===== config.mk =====
export PLATFORM = sky130hd
export DESIGN_NAME = elbeth_hazard_unit
export DESIGN_NICKNAME = d
export VERILOG_FILES = /design/src/rtl/elbeth_pkg.sv /design/src/rtl/elbeth_fwd_compare.sv /design/src/rtl/elbeth_hazard_unit.sv
export SDC_FILE = /design/constraint.sdc
export NUM_CORES = 1
export LEC_CHECK = 0
export BUFFER_PORTS_ARGS = -buffer_cell sky130_fd_sc_hd__buf_2
export CORE_MARGIN = 10
export CORE_UTILIZATION = 47
export DETAILED_ROUTE_END_ITERATION = 8
export GPL_ROUTABILITY_DRIVEN = 0
export HOLD_SLACK_MARGIN = 0.15
export PLACE_DENSITY_LB_ADDON = 0.15
export SYNTH_ARGS = -nofsm -noshare
export SYNTH_HDL_FRONTEND = slang
export SYNTH_SLANG_ARGS = --single-unit

===== constraint.sdc =====
create_clock -name clk -period 1.86 [get_ports clk]
set_clock_uncertainty 0.15 [all_clocks]
set_input_delay 0.186 -clock clk [delete_from_list [all_inputs] [get_ports clk]]
set_output_delay 0.186 -clock clk [all_outputs]
set_load 0.02 [all_outputs]

===== src/rtl/elbeth_pkg.sv =====
// Shared definitions for the ELBETH hazard/forwarding controller:
// operand-select encodings, the pipeline tracking-slot record and the
// "slot produces register" predicate used by every comparator.
package elbeth_pkg;

  localparam int REG_ADDR_W = 5;

  // EX-stage operand mux encodings
  localparam logic [1:0] FWD_RF  = 2'b00;  // register file value
  localparam logic [1:0] FWD_MEM = 2'b01;  // result held in the MEM stage
  localparam logic [1:0] FWD_WB  = 2'b10;  // result held in the WB stage

  // What the controller remembers about the instruction in one stage
  typedef struct packed {
    logic                  valid;
    logic [REG_ADDR_W-1:0] rd;
    logic                  reg_write;
    logic                  mem_read;
  } slot_t;

  // x0 is hard-wired to zero, so it is never considered "produced".
  function automatic logic slot_produces(input slot_t s, input logic [REG_ADDR_W-1:0] r);
    return s.valid && s.reg_write && (s.rd == r) && (r != '0);
  endfunction

endpackage


===== src/rtl/elbeth_fwd_compare.sv =====
// Per-operand dependency check against the EX and MEM tracking slots.
// Build option: ELBETH_FWD_EN. When defined the comparator returns a
// forwarding select and flags only load producers in EX; when undefined
// the select is always register-file and any EX/MEM producer interlocks.
module elbeth_fwd_compare
  import elbeth_pkg::*;
(
  input  logic [REG_ADDR_W-1:0] rs,
  input  logic                  use_rs,
  input  slot_t                 ex_slot,
  input  slot_t                 mem_slot,
  output logic [1:0]            sel,
  output logic                  load_hit
);

  logic ex_hit;
  logic mem_hit;

  assign ex_hit  = use_rs && slot_produces(ex_slot, rs);
  assign mem_hit = use_rs && slot_produces(mem_slot, rs);

`ifdef ELBETH_FWD_EN
  // Youngest producer wins: EX result before MEM result
  always_comb begin
    sel = FWD_RF;
    if (ex_hit)
      sel = FWD_MEM;
    else if (mem_hit)
      sel = FWD_WB;
    load_hit = ex_hit && ex_slot.mem_read;
  end
`else
  // No bypass network: every in-flight producer forces an interlock
  always_comb begin
    sel      = FWD_RF;
    load_hit = ex_hit || mem_hit;
  end
`endif

endmodule


===== src/rtl/elbeth_hazard_unit.sv =====
// Hazard and forwarding controller for the ELBETH 32-bit pipeline.
// Tracks EX/MEM/WB destination registers, produces registered operand
// selects for the EX muxes, and inserts a bubble on load-use hazards.
// Build option: ELBETH_FWD_EN (see elbeth_fwd_compare for its effect).
module elbeth_hazard_unit
  import elbeth_pkg::*;
#(
  parameter int REG_ADDR_W = elbeth_pkg::REG_ADDR_W,
  parameter int CNT_W      = 16
) (
  input  logic                  clk,
  input  logic                  rst_n,
  input  logic                  id_valid,
  input  logic [REG_ADDR_W-1:0] id_rs1,
  input  logic [REG_ADDR_W-1:0] id_rs2,
  input  logic                  id_use_rs1,
  input  logic                  id_use_rs2,
  input  logic [REG_ADDR_W-1:0] id_rd,
  input  logic                  id_reg_write,
  input  logic                  id_mem_read,
  input  logic                  ex_flush,
  input  logic                  mem_stall,
  output logic [1:0]            fwd_a_sel,
  output logic [1:0]            fwd_b_sel,
  output logic                  id_stall,
  output logic                  ex_bubble,
  output logic [CNT_W-1:0]      stall_cnt
);

  slot_t ex_slot;
  slot_t mem_slot;
  slot_t wb_slot;   // kept for completeness; write-first RF needs no WB bypass

  logic [REG_ADDR_W-1:0] src_idx [2];
  logic                  src_use [2];
  logic [1:0]            src_sel [2];
  logic                  src_hit [2];
  logic                  hz;

  assign src_idx[0] = id_rs1;
  assign src_idx[1] = id_rs2;
  assign src_use[0] = id_use_rs1;
  assign src_use[1] = id_use_rs2;

  genvar gi;
  generate
    for (gi = 0; gi < 2; gi++) begin : g_opnd
      elbeth_fwd_compare u_cmp (
        .rs       (src_idx[gi]),
        .use_rs   (src_use[gi]),
        .ex_slot  (ex_slot),
        .mem_slot (mem_slot),
        .sel      (src_sel[gi]),
        .load_hit (src_hit[gi])
      );
    end
  endgenerate

  // Hazard decision; flush overrides the stall but still forces a bubble
  always_comb begin
    hz        = id_valid && (src_hit[0] || src_hit[1]);
    id_stall  = hz && !ex_flush && !mem_stall;
    ex_bubble = (hz || ex_flush) && !mem_stall;
  end

  // Advance tracking slots and selects; mem_stall freezes everything
  always_ff @(posedge clk or negedge rst_n) begin
    if (!rst_n) begin
      ex_slot   <= '0;
      mem_slot  <= '0;
      wb_slot   <= '0;
      fwd_a_sel <= FWD_RF;
      fwd_b_sel <= FWD_RF;
    end else if (!mem_stall) begin
      wb_slot  <= mem_slot;
      mem_slot <= ex_slot;
      if (ex_bubble) begin
        ex_slot   <= '0;
        fwd_a_sel <= FWD_RF;
        fwd_b_sel <= FWD_RF;
      end else begin
        ex_slot.valid     <= id_valid;
        ex_slot.rd        <= id_rd;
        ex_slot.reg_write <= id_reg_write;
        ex_slot.mem_read  <= id_mem_read;
        fwd_a_sel         <= src_sel[0];
        fwd_b_sel         <= src_sel[1];
      end
    end
  end

  // Saturating count of interlock cycles
  always_ff @(posedge clk or negedge rst_n) begin
    if (!rst_n)
      stall_cnt <= '0;
    else if (id_stall && (stall_cnt != {CNT_W{1'b1}}))
      stall_cnt <= stall_cnt + 1'b1;
  end

endmodule


# Word-level counts from Yosys, hierarchy flattened

Cells that the tools add are included.

Memories kept: 0
Word-level logic and storage cells: 41
Flip-flop bits (word level): 30
Bits in writable memories: 0
Output and inout port bits: 22
ROM bits: 0
Latch bits: 0

Reduce and logical (&&, ||, !) cells: 27
Div/mod/pow operators: 0
Eq/ne operators: 5
Shift operators: 0
Bitwise logic cells: 0
Mux-type cells: 1
$mul: 0
Order comparisons: 0
Add/subtract/negate cells: 1

Operators by type and width:

| kind                                                            | number |
|---|---|
| 5-bit equality test                                             | 4 |
| 1-bit logical AND                                               | 19 |
| 16-bit by 1-bit adder with 16-bit output, second input constant | 1 |
| 16-bit != test, second input constant                           | 1 |
| 5-bit nonzero test                                              | 2 |
| 8-bit 2-to-1 mux                                                | 1 |
| 1-bit logical OR                                                | 4 |
| 1-bit logical NOT                                               | 2 |

# Longest topological paths before layout

Gate-level depths: netlist (run 1).

Word-level depth: 10
Mapped depth: 8

# Cells and area by module

Synthesis (run 1) repeated with hierarchy kept, for this count alone.

Cell total of the unflattened synthesis: 166
Area, all modules: 1,876.8 µm²

Modules (own cells, without submodules):

| module             | cells each | seq. area each (µm²) | area an instance (µm²) | times used |
|---|---|---|---|---|
| elbeth_hazard_unit | 126        | 900.9                | 1,566.5                | 1 |
| elbeth_fwd_compare | 20         | 0.0                  | 155.1                  | 2 |

# Least setup slack after synthesis (run 1)

Ideal clock, no wire load.

Kind: reg2reg
From: reg stall_cnt[0]
To: reg stall_cnt[6]
Data arrival time: 1.943 ns
Slack: -0.312 ns
Stages on the path, launching flop included: 9
Period minus slack after synthesis: 2.172 ns
Required time: 1.630 ns
Cells stage by stage: dfrtp_1 ha_1 nand3_1 nor2_1 a311o_1 o22a_4 buf_6 nor3_4 xor2_1

Word-level cells in the longest chain between the ends: 2

RTL lines:

| what                                                                             | line                     | text |
|---|---|---|
| start, declared                                                                  | elbeth_hazard_unit.sv:27 | `output logic [CNT_W-1:0] stall_cnt` |
| start signal, assigned                                                           | elbeth_hazard_unit.sv:97 | `stall_cnt <= stall_cnt + 1'b1;` |
| branches (longest 2 deep; another with 16-bit by 1-bit adder with 16-bit output) | --                       |  |

Parallel ways; which one is timed is not known.
A chain may end at the register's enable or synchronous reset.

# Worst setup path after layout (run 1)

From: reg ex_slot[5] (netlist name)
To: out ex_bubble

Word-level cells in the longest chain between the ends: 9

RTL lines:

| what                           | line                     | text |
|---|---|---|
| 5-bit equality test            | elbeth_pkg.sv:23         | `return s.valid && s.reg_write && (s.rd == r) && (r != '0);` |
| 1-bit logical AND (2 in a row) | elbeth_pkg.sv:23         |  |
| 1-bit logical AND              | elbeth_fwd_compare.sv:19 | `assign ex_hit = use_rs && slot_produces(ex_slot, rs);` |
| 1-bit logical OR               | elbeth_fwd_compare.sv:36 | `load_hit = ex_hit \|\| mem_hit;` |
| 1-bit logical OR (*)           | elbeth_hazard_unit.sv:61 | `hz = id_valid && (src_hit[0] \|\| src_hit[1]);` |
| 1-bit logical AND (*)          | elbeth_hazard_unit.sv:61 |  |
| 1-bit logical OR (*)           | elbeth_hazard_unit.sv:63 | `ex_bubble = (hz \|\| ex_flush) && !mem_stall;` |
| 1-bit logical AND (*)          | elbeth_hazard_unit.sv:63 |  |
| end, declared                  | elbeth_hazard_unit.sv:26 | `output logic ex_bubble,` |

Every way passes the cells marked *; elsewhere a longest branch is shown, timed or not.

==> results of run 1 <==
==> worst max-delay path, delay by kind of cell, from the launching register on <==
family / cells / cell delay (ns)
compound gates: 3 / 0.39
xor+xnor: 1 / 0.19
buf+inv: 2 / 0.28
flops: 1 / 0.42
simple gates: 2 / 0.41
==> layout by cell type (no fill, tap or decap), types with 2 or more instances in the layout <==
| cell type | synthesis | final |
|---|---|---|
| buf_4 | 4 | 48 |
| buf_2 | 0 | 38 |
| xor2_1 | 32 | 32 |
| dfrtp_1 | 30 | 25 |
| nand2_1 | 10 | 9 |
| nor2_2 | 6 | 9 |
| dlygate4sd3_1 | 0 | 8 |
| mux2_2 | 7 | 7 |
| a32o_1 | 6 | 6 |
| nand3_1 | 7 | 6 |
| nor2_1 | 9 | 5 |
| clkbuf_4 | 0 | 5 |
| dfrtp_2 | 0 | 5 |
| conb_1 | 1 | 4 |
| xnor2_1 | 3 | 3 |
| clkbuf_8 | 0 | 3 |
| or4_1 | 2 | 2 |
| o21ai_1 | 2 | 2 |
| nor4_1 | 4 | 2 |
| nor4_2 | 0 | 2 |
| nor2_4 | 1 | 2 |
| and3_1 | 2 | 2 |
| a311o_1 | 2 | 2 |
| nand2b_4 | 0 | 2 |
| nor3_4 | 1 | 2 |
| buf_6 | 2 | 2 |
==> where the power goes <==
part / internal, mW / leakage (nW) / switching [mW]
registers: 0.683 / 0.397 / 0.0263
logic: 0.132 / 0.886 / 0.119
clock network: 0.258 / 0.0446 / 0.229
==> logic make-up (layout without fill, tap and decap cells) <==
group                      Yosys count  after routing
adders and majority gates            1              1
other                                1              4
muxes                                8              8
AOI/OAI and AO/OA                   16             16
DFF                                 30             30
buffers and inverters                7            104
xor gates and xnor gates            35             35
and+or+nand+nor                     51             51
==> stage by stage <==
stage | hold WS (ns) | utilization (%) | instances | setup WS (ns)
after global placement | 0.0937 | 66.2 | 272 | -0.250
final | 0.171 | 74.3 | 295 | -0.503
after CTS | 0.151 | 72.9 | 291 | -0.471
after floorplan | -0.260 | - | 152 | -0.181
after detailed placement | 0.109 | 66.2 | 272 | -0.272
after global routing | 0.184 | 74.3 | 295 | -0.602
==> cell type report <==
cell class,instances,area [um2]
sequential,30,757
clock buffer,8,78.8
tap,46,57.6
fill,265,863
multi-input combinational,115,953
timing repair buffer,96,653
==> sequential cells by signal (all words and copies together) (netlist names) <==
signal / flops
ex_slot: 7
mem_slot: 7
stall_cnt: 16
==> repair_timing <==
action | 4_1_cts | 5_1_grt
endpoints found under the hold margin | 36 | 6
hold buffers | 7 | 1
resized for setup | 9 | 4
buffers inserted | 4 | 3
setup endpoints to repair | 24 | 24
pin swaps | 2 | 10
==> worst paths after layout <==
path,to
worst max-delay path,ex_bubble
worst min-delay path,ex_slot[7]
worst max register to register,stall_cnt[2]
worst min register to register,mem_slot[1]
max in group asynchronous,stall_cnt[11]
min in group asynchronous,mem_slot[3]
==> metal layers <==
layer	global-route usage, %	vias up	share of wire, %
met1	15.3	717	40
li1	-	712	-
met2	27.2	42	52
met4	5.91	0	1.3
met5	0	-	0
met3	5.29	6	6.5
==> out/results.tsv, run 1 <==
stage	metric	value	unit
synth	synthesized cell area	1660	um2
worst_setup_path	CP Class	reg -> out	
job	Max-cap violations	0	
timing	measured slew at the worst slew-check pin	0.692	ns
cts	CTS buffer count	5	
routing	Final ANT Viol Nets	0	
floorplan	I/O pin count	46	
power	worst vdd ir	0.000384	V
synth	Simple-Gate Fraction of Synth Area	18.0	%
synth	top area cells in the synthesized netlist	dfrtp_1 (45%), xor2_1 (17%), mux2_2 (4.8%), a32o_1 (3.6%), nand2_1 (2.3%)	
grt	first-pass GRT wire length	7610	um
cts	Max clock buf depth	2	
synth	Seq/Total Area, Yosys	45.3	%
outcome	failing checks	setup timing	
finish	Final nets	273	
worst_setup_path	worst-path cell chain	xor2_1, nor4_2, a22oi_2, o22ai_1, buf_4, a21oi_1, nor2_2, buf_6	
hold_path	Worst Hold Depth	4	
routing	Residual DRC	0	
cts	Sink Count	30	
synth	mean post-synth cell area	11.1	um2
synth	top-count cell post-synth	xor2_1	
timing	Final Hold Vio Count	0	
finish	fraction of layout cells with a size suffix above 1	54.2	%
worst_setup_path	Data arrival, critical path	2.03	ns
worst_setup_path	Critical R2R Launch	stall_cnt[11]	
synth	ys flop type	dfrtp_1	
grt	initial antenna violation count	0	
cts	TritonCTS clock tree	built	
floorplan	FP Rows	21	
finish	fin area	2500	um2
synth	adder-cell share of the synthesized area	0.755	%
grt	maximum number of pins on one net before global-route repair	31	
synth	Yosys cell types	34	
power	total power	1.45	mW
synth	Post-synth ARST share	100	%
routing	DR vias	1477	
worst_setup_path	CP max FO	4	
synth	synth cell count leaders	xor2_1 (32), dfrtp_1 (30), nand2_1 (10)	
timing	Slew Viols, Final	0	
synth	Syn Inst Count	149	
routing	Post-Route WL	4510	um
routing	DR pass1 iterations	5	
worst_setup_path	crit-path max cell delay	0.42	ns
synth	Post-synth EDFFs	0	
timing	fin crit share	127	%
worst_setup_path	Slowest-stage cell, CP	dfrtp_1	
worst_setup_path	Worst R2R Path Depth	7	
cts	Worst-path clk slew	0.09	ns
synth	largest family of logic cells by synthesized area	XOR/XNOR gates	
synth	YS warnings	0	
floorplan	starting density of the core	49.3	%
timing	Fmax	0.423	GHz
routing	initial drt markers	107	
placement	IO Port Bufs	40	
timing	Min Clock Period, post-route	2.36	ns
worst_setup_path	CP endpoint kind	output port	
power	power density over the cells	579	nW/um2
finish	antenna cells	0	
worst_setup_path	crit path launch type	flop	
floorplan	Placeable Area	3360	um2
cts	root buffer cell	clkbuf_4	
grt	GRT Total Usage	15.0	%
synth	post-synthesis sequential element count	30	
timing	setup_tns	-4.59	ns
synth	Yosys top cell by area	dfrtp_1	
timing	unrepaired setup endpoints after global routing	true	
worst_setup_path	reg2reg setup slack	-0.26	ns
timing	Final WS setup	-0.503	ns
worst_setup_path	Data required, critical path	1.52	ns
synth	mux share of post-synthesis cell area	5.43	%
floorplan	die area	6300	um2
grt	vias in the first global route	1648	
placement	Final HPWL DP	3280	um
synth	xor/xnor share of the synthesized area	18.5	%
timing	Slew HR	53.8	%
grt	global route overflow	0	
floorplan	die width	79.4	um
synth	Compound-Gate Fraction of Synth Area	8.38	%
synth	Synth top area share	45.3	%
worst_setup_path	crit path launch	ex_slot[5]	
routing	Avg WL per Cell	15.3	um
cts	clk_lat worst skew	0.33	ns
outcome	outcome	finished, violations left	
routing	Vias/cell	5.01	
finish	Area Overhead vs Synth	50.8	%
cts	CTS H-tree depth	2	
power	static leakage	1.33	nW
hold_path	worst hold path class	in -> reg	
hold_path	hold_sp	id_valid	
placement	placed instance area	2230	um2
timing	final setup vio count	24	
floorplan	chip height	79.4	um
No activity file was read; power rests on OpenSTA's default activity.
==> run 2: changes to the inputs <==
--- a/config.mk
+++ b/config.mk
@@ -5,9 +5,10 @@
 export SDC_FILE = /design/constraint.sdc
 export NUM_CORES = 1
 export LEC_CHECK = 0
+export ABC_AREA = 1
 export BUFFER_PORTS_ARGS = -buffer_cell sky130_fd_sc_hd__buf_2
 export CORE_MARGIN = 10
-export CORE_UTILIZATION = 47
+export CORE_UTILIZATION = 48
 export DETAILED_ROUTE_END_ITERATION = 8
 export GPL_ROUTABILITY_DRIVEN = 0
 export HOLD_SLACK_MARGIN = 0.15
==> run 2 against run 1 <==
  * The flow still finishes with violations (setup timing)
  * Sequential power about the same
  * Clock-buffer cell count down 3
  * Sequential share of layout area down 0.90 points
  * Routed wire length up 4.5%
  * Fmax up 20%
  * Synthesized area up 13%
  * Non-clock buffer count down 27
  * Global-route usage down 0.27 points
  * Core utilization down 5.1 points
  * Largest cell class unchanged
==> out/results.tsv, run 2 <==
stage	metric	value	unit	change
outcome	outcome	finished, violations left		
outcome	failing checks	setup timing		
power	Clk pwr share	40.5	%	+6.8 points
routing	Residual DRC	0		unchanged
worst_setup_path	Data required, critical path	1.52	ns	about the same
worst_setup_path	critical path depth in cells	12		+4
timing	Fmax	0.509	GHz	+20%
finish	multi-input combinational cell area	1010	um2	+6.3%
finish	commonest non-fill, non-tap cell in the layout	nand2_1		
finish	antenna cells	0		unchanged
power	Internal	1.17	mW	+9.3%
finish	fraction of layout cells with a size suffix above 1	32.1	%	-22 points
worst_setup_path	Data arrival, critical path	1.63	ns	-0.40 ns
worst_setup_path	Worst R2R Path Depth	13		+6
routing	Avg WL per Cell	11.8	um	-23%
floorplan	die area	6820	um2	+8.2%
synth	Yosys cell types	27		-21%
hold_path	worst hold path class	in -> reg		
timing	unrepaired setup endpoints after global routing	true		
grt	global route overflow	0		unchanged
floorplan	die width	82.6	um	+4.0%
routing	Vias/cell	4.83		-3.6%
routing	DR vias	1930		+31%
placement	IO Port Bufs	40		unchanged
worst_setup_path	CP delay by family, top	simple AND/OR/NAND/NOR gates		
timing	measured slew at the worst slew-check pin	0.655	ns	-0.0377 ns
synth	ys flop type	dfrtp_1		
worst_setup_path	Slowest-stage cell, CP	dfrtp_1		
synth	Post-synth ARST share	100	%	unchanged
grt	met1 global-route usage	16.4	%	+1.1 points
finish	Area Overhead vs Synth	36.9	%	
cts	CTS H-tree depth	2		unchanged
synth	synthesized cell area	1880	um2	+13%
power	switch share	25.8	%	about the same
worst_setup_path	crit path buf inv count	4		+2
grt	maximum number of pins on one net before global-route repair	31		unchanged
placement	Final HPWL DP	3430	um	+4.7%
synth	YS warnings	0		unchanged
worst_setup_path	crit path launch type	flop		
finish	Sequential cell area	756	um2	-0.17%
power	Comb pwr share	14.5	%	-2.8 points
synth	Post-synth EDFFs	0		unchanged
finish	Final nets	376		+38%
job	Max-cap violations	0		unchanged
grt	first-pass GRT wire length	7980	um	+4.9%
cts	Max clock buf depth	2		unchanged
worst_setup_path	CP Class	reg -> out		
cts	root buffer cell	clkbuf_8		
worst_setup_path	most frequent CP cell	nand2_1		
finish	top flop regs	stall_cnt x16, ex_slot x7, mem_slot x7		
synth	top area cells in the synthesized netlist	dfrtp_1 (40%), nand2_1 (22%), inv_1 (7.6%), nor2_1 (4.8%), o21ai_0 (3.2%)		
synth	Yosys top cell by area	dfrtp_1		
finish	post-route insts no fill	400		+36%
synth	Syn Inst Count	277		+86%
worst_setup_path	crit-path max cell delay	0.42	ns	about the same
placement	pre-CTS setup slack	0.0103	ns	+0.282 ns
timing	Min Clock Period, post-route	1.97	ns	-0.396 ns
power	sequential power share	45.0	%	-4.0 points
cts	clk_lat worst skew	0.28	ns	-0.05 ns
synth	post-synthesis sequential element count	30		unchanged
hold_path	Worst Hold Depth	3		-1
cts	TritonCTS clock tree	built		
cts	CTS buffer count	5		unchanged
synth	mean post-synth cell area	6.78	um2	-39%
cts	Worst-path clk slew	0.07	ns	-0.02 ns
finish	commonest non-fill, non-tap cells in the layout	nand2_1 (101), buf_2 (38), inv_1 (32)		
floorplan	Placeable Area	3720	um2	+10%
power	total power	1.58	mW	+9.3%
timing	Final Hold Vio Count	0		unchanged
grt	M2 GR Usage	25.5	%	-1.7 points
grt	grt peak-use layer	met2		
finish	fillcell total	341		+29%
synth	top-count cell post-synth	nand2_1		
power	switching power total	409	uW	+9.2%
routing	initial drt markers	48		-55%
timing	setup_tns	-0.963	ns	+3.63 ns
finish	max reg flops	16		unchanged
worst_setup_path	CP endpoint kind	output port		
timing	Slew Viols, Final	0		unchanged
worst_setup_path	reg2reg setup slack	-0.10	ns	+0.16 ns
routing	DR pass1 iterations	4		-1
synth	Synth top area share	39.9	%	-5.3 points
routing	Post-Route WL	4710	um	+4.5%
grt	GRT Total Usage	14.7	%	-0.27 points
grt	GRT met3 Usage	5.18	%	-0.11 points
placement	DP Cell Count	369		+36%
timing	Final WS setup	-0.106	ns	+0.396 ns
floorplan	FP Rows	22		+4.8%
grt	initial antenna violation count	0		unchanged
power	static leakage	1.39	nW	+4.5%
finish	post-layout util	69.2	%	-5.1 points
grt	vias in the first global route	1822		+11%
finish	largest register by flop count	stall_cnt		
floorplan	I/O pin count	46		unchanged
power	worst vdd ir	0.000401	V	+4.4%
floorplan	starting density of the core	50.6	%	+1.3 points
timing	final setup vio count	14		-42%
routing	Final ANT Viol Nets	0		unchanged
synth	Seq/Total Area, Yosys	39.9	%	-5.3 points
worst_setup_path	CP max FO	4		unchanged
cts	Sink Count	30		unchanged
synth	synth cell count leaders	nand2_1 (108), inv_1 (38), dfrtp_1 (30)		
timing	fin crit share	106	%	-21 points
worst_setup_path	worst-path cell chain	inv_1, nand2_1, nand2_1, nor2_1, nand3_1, nand2_1, nand2_2, nand2_4, buf_6, nand2_2, inv_2, buf_6		
timing	Slew HR	56.4	%	+2.5 points
floorplan	chip height	82.6	um	+4.0%
power	power density over the cells	615	nW/um2	+6.2%
[run 2: changes by cell type after synthesis, sizes merged, moves of 6 or more]
cell,delta
mux2,-8
a32o,-6
o21ai,+16
xor2,-31
inv,+43
nor2,+14
nand4,+7
nand2,+101
[run 2: power groups by stage]
stage          registers, mW  logic, mW  clock network [mW]
6_report               0.711      0.230               0.641
5_1_grt                0.715      0.262               0.699
4_1_cts                0.708      0.223               0.656
3_5_place_dp           0.720      0.195                   0
3_3_place_gp           0.719      0.192                   0
2_1_floorplan          0.716      0.125                   0
[run 2: tightest hold or removal path, stage by stage]
cell     delay [ns]
buf_2          0.10
buf_4          0.19
o21ai_0        0.10
[run 2: logic make-up after synthesis]
family	after synthesis	share of synthesized area [%]
simple gates	165	38.6
buf+inv	50	11.2
flops	30	39.9
compound gates	25	7.06
xor+xnor	5	2.33
fa+ha+maj	1	0.666
other cells	1	0.200
[run 2: through the flow]
step           hold WS (ns)  instance area (um2)
2_1_floorplan        -0.260                 1910
3_3_place_gp          0.104                 2180
3_5_place_dp          0.113                 2180
4_1_cts               0.177                 2480
5_1_grt               0.187                 2570
6_report              0.181                 2570
[run 2: final timing paths]
check                       startpoint           end
setup / recovery           mem_slot[5]      id_stall
hold / removal               mem_stall   mem_slot[4]
setup reg to reg           mem_slot[5]  stall_cnt[0]
hold reg to reg            mem_slot[1]   mem_slot[1]
max in group asynchronous        rst_n    ex_slot[2]
min in group asynchronous        rst_n  stall_cnt[2]
[run 2: what timing repair did]
| item | 4_1_cts | 5_1_grt |
|---|---|---|
| resized for setup | 19 | 17 |
| buffers inserted | 7 | 6 |
| hold buffers | 8 | 0 |
| endpoints found under the hold margin | 38 | 0 |
| pin swaps | 8 | 17 |
| endpoints found under the setup margin | 4 | 19 |
| cloned | 1 | 1 |
[run 2: final cells by class]
cell class              count  area share, %
clock inverters             3           1.56
inverters                  43           6.47
well taps                  48           2.33
flip-flops and latches     30           29.4
multi-input cells         201           39.4
repair buffers             69           17.9
repair inverters            1          0.243
clock buffers               5           2.68
[run 2: layer usage]
| metal | vias to the layer above | routed length [um] | part of all wire (%) |
|---|---|---|---|
| li1 | 1006 | - | - |
| met1 | 874 | 1990 | 42 |
| met2 | 40 | 2300 | 49 |
| met3 | 10 | 317 | 6.7 |
| met4 | 0 | 95 | 2.0 |
| met5 | - | 0 | 0 |
